$ cat config.mk
export PLATFORM = sky130hd
export DESIGN_NAME = pulpino_pad_ctrl
export DESIGN_NICKNAME = d
export VERILOG_FILES = /design/src/rtl/pulpino_pad_ctrl.sv
export SDC_FILE = /design/constraint.sdc
export NUM_CORES = 1
export LEC_CHECK = 0
export ABC_AREA = 1
export BUFFER_PORTS_ARGS = -buffer_cell sky130_fd_sc_hd__clkbuf_2
export CORE_UTILIZATION = 36
export DETAILED_ROUTE_END_ITERATION = 6
export RECOVER_POWER = 50
export SLEW_MARGIN = 20
export SYNTH_ARGS = -nofsm -noshare
export SYNTH_HDL_FRONTEND = slang
export SYNTH_SLANG_ARGS = --single-unit
$ cat constraint.sdc
create_clock -name clk -period 8.6 [get_ports clk]
set_clock_uncertainty 0.1 [all_clocks]
set_input_delay 0.86 -clock clk [delete_from_list [all_inputs] [get_ports clk]]
set_output_delay 0.86 -clock clk [all_outputs]
set_load 0.03 [all_outputs]
$ cat src/rtl/pulpino_pad_ctrl.sv
// Pad mux / GPIO block: APB registers, input sync + filter, rising-edge IRQs.
// Define PAD_DEBOUNCE_EN to add the per-pad debounce counters (DB_CNT).
module pulpino_pad_ctrl #(
    parameter int N_PADS   = 32,
    parameter int DB_WIDTH = 8
) (
    input  logic              clk,
    input  logic              rst,
    input  logic [11:0]       paddr,
    input  logic [31:0]       pwdata,
    input  logic              pwrite,
    input  logic              psel,
    input  logic              penable,
    output logic [31:0]       prdata,
    output logic              pready,
    output logic              pslverr,
    input  logic [N_PADS-1:0] pad_in_i,
    output logic [N_PADS-1:0] pad_out_o,
    output logic [N_PADS-1:0] pad_oen_o,
    input  logic [N_PADS-1:0] periph_out_i,
    input  logic [N_PADS-1:0] periph_oen_i,
    output logic [N_PADS-1:0] periph_in_o,
    output logic [N_PADS-1:0] gpio_in_o,
    output logic              irq_o
);
    localparam logic [11:0] A_MUX = 12'h000;
    localparam logic [11:0] A_OUT = 12'h004;
    localparam logic [11:0] A_DIR = 12'h008;
    localparam logic [11:0] A_IN  = 12'h00C;
    localparam logic [11:0] A_IEN = 12'h010;
    localparam logic [11:0] A_IST = 12'h014;
    localparam logic [11:0] A_DB  = 12'h018;

    logic [N_PADS-1:0]   mux_q;
    logic [N_PADS-1:0]   gpio_out_q;
    logic [N_PADS-1:0]   gpio_dir_q;
    logic [N_PADS-1:0]   irq_en_q;
    logic [N_PADS-1:0]   irq_status_q;
    logic [N_PADS-1:0]   sync1_q;
    logic [N_PADS-1:0]   sync2_q;
    logic [N_PADS-1:0]   filt_q;
    logic [N_PADS-1:0]   filt_d_q;
    logic [DB_WIDTH-1:0] db_cnt_q;
    logic                irq_q;

    logic                access;
    logic                hit;
    logic                err;
    logic                wr_en;
    logic                sel_mux;
    logic                sel_out;
    logic                sel_dir;
    logic                sel_in;
    logic                sel_ien;
    logic                sel_ist;
    logic                sel_db;
    logic [31:0]         rd;
    logic [N_PADS-1:0]   wdata;
    logic [N_PADS-1:0]   irq_set;
    logic [N_PADS-1:0]   irq_clr;

    assign access = psel & penable;
    assign wdata  = pwdata[N_PADS-1:0];

    // Full 12-bit match, so misaligned offsets are unmapped too.
    always_comb begin
        sel_mux = 1'b0;
        sel_out = 1'b0;
        sel_dir = 1'b0;
        sel_in  = 1'b0;
        sel_ien = 1'b0;
        sel_ist = 1'b0;
        sel_db  = 1'b0;
        case (paddr)
            A_MUX:   sel_mux = 1'b1;
            A_OUT:   sel_out = 1'b1;
            A_DIR:   sel_dir = 1'b1;
            A_IN:    sel_in  = 1'b1;
            A_IEN:   sel_ien = 1'b1;
            A_IST:   sel_ist = 1'b1;
            A_DB:    sel_db  = 1'b1;
            default: ;
        endcase
    end

    assign hit = sel_mux | sel_out | sel_dir | sel_in |
                 sel_ien | sel_ist | sel_db;
    assign err     = ~hit | (pwrite & sel_in);
    assign wr_en   = access & pwrite & ~err;
    assign pready  = 1'b1;
    assign pslverr = access & err;

    // Read mux; bits above the implemented width stay 0.
    always_comb begin
        rd = '0;
        unique case (1'b1)
            sel_mux: rd[N_PADS-1:0]   = mux_q;
            sel_out: rd[N_PADS-1:0]   = gpio_out_q;
            sel_dir: rd[N_PADS-1:0]   = gpio_dir_q;
            sel_in:  rd[N_PADS-1:0]   = filt_q;
            sel_ien: rd[N_PADS-1:0]   = irq_en_q;
            sel_ist: rd[N_PADS-1:0]   = irq_status_q;
            sel_db:  rd[DB_WIDTH-1:0] = db_cnt_q;
            default: ;
        endcase
    end

    assign prdata = (access & ~pwrite & ~err) ? rd : 32'h0;

    // Plain RW control registers.
    always_ff @(posedge clk or posedge rst) begin
        if (rst) begin
            mux_q      <= '0;
            gpio_out_q <= '0;
            gpio_dir_q <= '0;
            irq_en_q   <= '0;
        end else if (wr_en) begin
            if (sel_mux) mux_q      <= wdata;
            if (sel_out) gpio_out_q <= wdata;
            if (sel_dir) gpio_dir_q <= wdata;
            if (sel_ien) irq_en_q   <= wdata;
        end
    end

    // Two-flop synchronizer on every pad input.
    always_ff @(posedge clk or posedge rst) begin
        if (rst) begin
            sync1_q <= '0;
            sync2_q <= '0;
        end else begin
            sync1_q <= pad_in_i;
            sync2_q <= sync1_q;
        end
    end

`ifdef PAD_DEBOUNCE_EN
    logic [DB_WIDTH-1:0] cnt_q [N_PADS];

    // DB_CNT register; live counters pick up a new value immediately.
    always_ff @(posedge clk or posedge rst) begin
        if (rst) begin
            db_cnt_q <= '0;
        end else if (wr_en && sel_db) begin
            db_cnt_q <= pwdata[DB_WIDTH-1:0];
        end
    end

    // Debounce: level follows sync2 once it has differed for DB_CNT cycles.
    // >= lets a counter already past a lowered DB_CNT still commit.
    always_ff @(posedge clk or posedge rst) begin
        if (rst) begin
            filt_q <= '0;
            for (int i = 0; i < N_PADS; i++) begin
                cnt_q[i] <= '0;
            end
        end else begin
            for (int i = 0; i < N_PADS; i++) begin
                if (sync2_q[i] == filt_q[i]) begin
                    cnt_q[i] <= '0;
                end else if (cnt_q[i] >= db_cnt_q) begin
                    filt_q[i] <= sync2_q[i];
                    cnt_q[i]  <= '0;
                end else if (cnt_q[i] != '1) begin
                    cnt_q[i] <= cnt_q[i] + 1'b1;
                end
            end
        end
    end
`else
    assign db_cnt_q = '0;

    // No debounce: filtered level is sync2 delayed by one flop.
    always_ff @(posedge clk or posedge rst) begin
        if (rst) begin
            filt_q <= '0;
        end else begin
            filt_q <= sync2_q;
        end
    end
`endif

    assign irq_set = filt_q & ~filt_d_q & irq_en_q;
    assign irq_clr = (wr_en && sel_ist) ? wdata : '0;

    // Edge detect, W1C status (a coincident set wins), registered irq.
    always_ff @(posedge clk or posedge rst) begin
        if (rst) begin
            filt_d_q     <= '0;
            irq_status_q <= '0;
            irq_q        <= 1'b0;
        end else begin
            filt_d_q     <= filt_q;
            irq_status_q <= (irq_status_q & ~irq_clr) | irq_set;
            irq_q        <= |(irq_status_q & irq_en_q);
        end
    end

    assign pad_out_o   = (mux_q & periph_out_i) | (~mux_q & gpio_out_q);
    assign pad_oen_o   = (mux_q & periph_oen_i) | (~mux_q & ~gpio_dir_q);
    assign periph_in_o = pad_in_i & mux_q;
    assign gpio_in_o   = filt_q;
    assign irq_o       = irq_q;

endmodule

==> results.json <==
{
  "worst_setup_path_end_kind": "async pin",
  "vias_per_cell": 4.712,
  "worstPathCellList": "clkbuf_2 -> clkinvlp_2 -> clkbuf_1",
  "worstSetupPathType": "in2async",
  "area_delta_synth_final_pct": 21.61,
  "ant_nets": 0,
  "cp.required_ns": 8.24,
  "power.internal_w": 0.002218,
  "drive_above_1_share": 0.2008,
  "die_x_um": 187.9,
  "synth_seq_cells": 289,
  "cts_made_buffers": 31,
  "pin_count": 308,
  "rrSetupSlack_ns": 7.25,
  "core-area_um2": 33780,
  "rsz0062_at_grt": "no",
  "synthSimpleGateAreaFrac": 0.1755,
  "vdd_ir_drop_max_v": 0.0001522,
  "clockRootBuffer": "clkbuf_16",
  "r2r_start": "irq_en_q[16]$_DFFE_PP0P_",
  "ctsHoldBuffers": 0,
  "die_area_um2": 35310,
  "drc": 0,
  "power_density_nw_per_um2": 188.6,
  "place_area_um2": 14220,
  "path_clk_slew_ns": 0.06,
  "row_count": 67,
  "postCtsSetupBuffers": 0,
  "stdcell_area_um2": 15130,
  "hold_viol_final": 0,
  "swShare": 0.2230,
  "finalMaxSlewViolations": 182,
  "synthMuxAreaShare": 0,
  "port_buffers": 306,
  "drt_first_pass_iters": 5,
  "vias": 10160,
  "ctsResizeCount": 0,
  "synth_top_area_frac": 0.5813,
  "wl_per_cell_um": 16.16,
  "max_freq_ghz": 0.1927,
  "cp_max_fo": 73,
  "synth_top_family_by_area": "simple AND/OR/NAND/NOR gates",
  "hold_path_depth": 0,
  "r2r_end": "irq_o$_DFF_PP0_",
  "drt_iter0_markers": 556,
  "p_clk_frac": 0.468,
  "postSynthAreaPerCell_um2": 8.964,
  "netlist.top_cell.by_area": "dfrtp_1",
  "cpLargestDelayFamily": "buffers and inverters",
  "setup_slack_ns": 3.409,
  "dp_slack_ns": 4.252,
  "routed_wl_um": 34850,
  "num-nets-final": 1830,
  "initial_utilization": 0.3683,
  "holdCritPathClass": "reg2reg",
  "grt_usage": 0.1984,
  "cap_violations": 3,
  "reg2reg_depth": 4,
  "dieHeight_um": 187.9,
  "ys_seq_area_frac": 0.5813,
  "violations": "max-capacitance violations, max-slew violations",
  "min_period_ns": 5.191,
  "setup_viol": 0,
  "netlist_top_cells_area": "dfrtp_1 (58%), nand2_1 (12%), inv_1 (5.4%), o21ai_0 (5.1%), o21ai_2 (3.7%)",
  "period_share": 0.6036,
  "dp.cells": 2100,
  "netlist_instances": 1388,
  "finalNonFillerCells": 2156,
  "overflow": 0,
  "p_leak_nw": 7.272,
  "hold_ws_ns": 0.2460,
  "max_stage_delay_ns": 2.85,
  "grt_max_degree": 74,
  "status": "complete, but fails checks",
  "max_slew_margin": -1.633,
  "dp_hpwl_um": 22870,
  "syn-cell-area_um2": 12440,
  "crit_slowest_cell": "clkbuf_1",
  "synthAdderAreaFrac": 0,
  "cp.arrival_ns": 4.83,
  "insertion_delay_ns": 0.56,
  "cts.sinks": 289,
  "synth_fp_nets": 1533,
  "place.gp.congestion": 0.7838,
  "min_to": "sync2_q[6]$_DFF_PP0_",
  "worstHoldStart": "sync1_q[6]$_DFF_PP0_",
  "clockBufferDepth": 3,
  "synth_compound_area_frac": 0.1569,
  "power_frac_comb": 0.040,
  "tightest_slew_ns": 3.950,
  "num_antenna_cells": 0,
  "synth-warning-count": 0,
  "grt_pass1_vias": 10026,
  "startpoint_type": "input port",
  "synth_xor_xnor_area_share": 0,
  "synth.distinct_cells": 27,
  "grt_pass1_wl_um": 55470,
  "cts_tree": "yes",
  "antenna_found_initial": 0,
  "switchingPower_w": 0.0006365,
  "h-tree-depth": 1,
  "p_seq_frac": 0.492,
  "critPathBufInv": 3,
  "fin_setup_tns_ns": 0
}
cell usage after synthesis:
library cell / n
o21ai_0: 127
buf_4: 1
nor3_1: 30
o21ai_1: 75
o2111ai_1: 2
clkinv_1: 2
a31oi_1: 5
dfrtp_1: 289
nor2_8: 1
clkbuf_1: 20
buf_6: 24
nand3_4: 4
nand3b_1: 1
o21bai_1: 32
o22ai_1: 27
nand3_1: 6
nand2_2: 3
a21boi_4: 1
conb_1: 1
nor2_2: 4
inv_2: 4
nor2_1: 74
inv_1: 180
o21ai_2: 53
buf_2: 4
nand4_1: 6
nand2_1: 412
power groups by stage:
stage           logic, W  registers [W]  clock network (W)
6_report        0.000114        0.00140            0.00134
5_1_grt         0.000130        0.00141            0.00142
4_1_cts         0.000122        0.00140            0.00137
3_5_place_dp    0.000121        0.00143                  0
3_3_place_gp    0.000121        0.00143                  0
2_1_floorplan  0.0000443        0.00144                  0
per-layer routing:
layer / up-vias / global-route usage / share of wire / wire length (µm)
met3: 49 / 0.02770 / 0.047 / 1645
met4: 0 / 0.04909 / 0.022 / 778
met5: - / 0 / 0 / 0
met1: 4812 / 0.2786 / 0.47 / 16270
met2: 285 / 0.3232 / 0.46 / 16150
li1: 5014 / - / - / -
worst max path at each step:
stage          startpoint                       to  slack, ns  cells past startpoint
5_1_grt               rst   filt_d_q[28]$_DFF_PP0_       2.31                      3
6_report              rst  gpio_in_o[28]$_DFF_PP0_       3.41                      3
2_1_floorplan         rst    filt_d_q[0]$_DFF_PP0_       3.81                      1
3_5_place_dp     paddr[0]               prdata[11]       4.25                     12
3_3_place_gp     paddr[0]               prdata[11]       4.33                     12
4_1_cts          paddr[0]               prdata[11]       4.22                     12
logic make-up (layout without fill, tap and decap cells):
family | count (synthesis) | in the layout
other cells | 1 | 1
buf+inv | 235 | 555
compound gates | 322 | 322
simple gates | 541 | 541
flops | 289 | 289
cell type report:
cell class                 count  area, µm²
fill                        3388      18650
sequential                   289       7232
multi-input combinational    864       4144
timing repair buffer         313       1459
clock buffer                  45      918.4
inverter                     186      699.4
tap                          448      560.5
clock inverter                11      117.6
layout by cell type (no fill, tap or decap), types with 2 or more instances in the layout:
cell	n
nand2_1	412
dfrtp_1	289
clkbuf_2	212
inv_1	178
o21ai_0	127
clkbuf_1	101
o21ai_1	75
nor2_1	74
o21ai_2	53
o21bai_1	32
clkbuf_16	31
nor3_1	30
o22ai_1	27
clkbuf_8	9
inv_2	7
nand4_1	6
nand3_1	5
a31oi_1	5
clkinv_2	5
buf_4	5
nor2_2	4
nand3_4	4
nand2_2	3
o2111ai_1	2
clkinvlp_4	2
bufinv_16	2
registers in the layout, indices dropped and copies added (netlist names):
signal	count
sync1_q	32
irq_en_q	32
irq_status_q	32
irq_o	1
sync2_q	32
gpio_dir_q	32
filt_d_q	32
mux_q	32
gpio_in_o	32
gpio_out_q	32
through the flow:
| step | power (W) | utilization |
|---|---|---|
| after floorplan | 0.001485 | - |
| after detailed placement | 0.001549 | 0.4210 |
| after CTS | 0.002896 | 0.4517 |
| final | 0.002854 | 0.4479 |
| after global routing | 0.002957 | 0.4479 |
| after global placement | 0.001548 | 0.4210 |
Power figures use the tool's default switching activity.
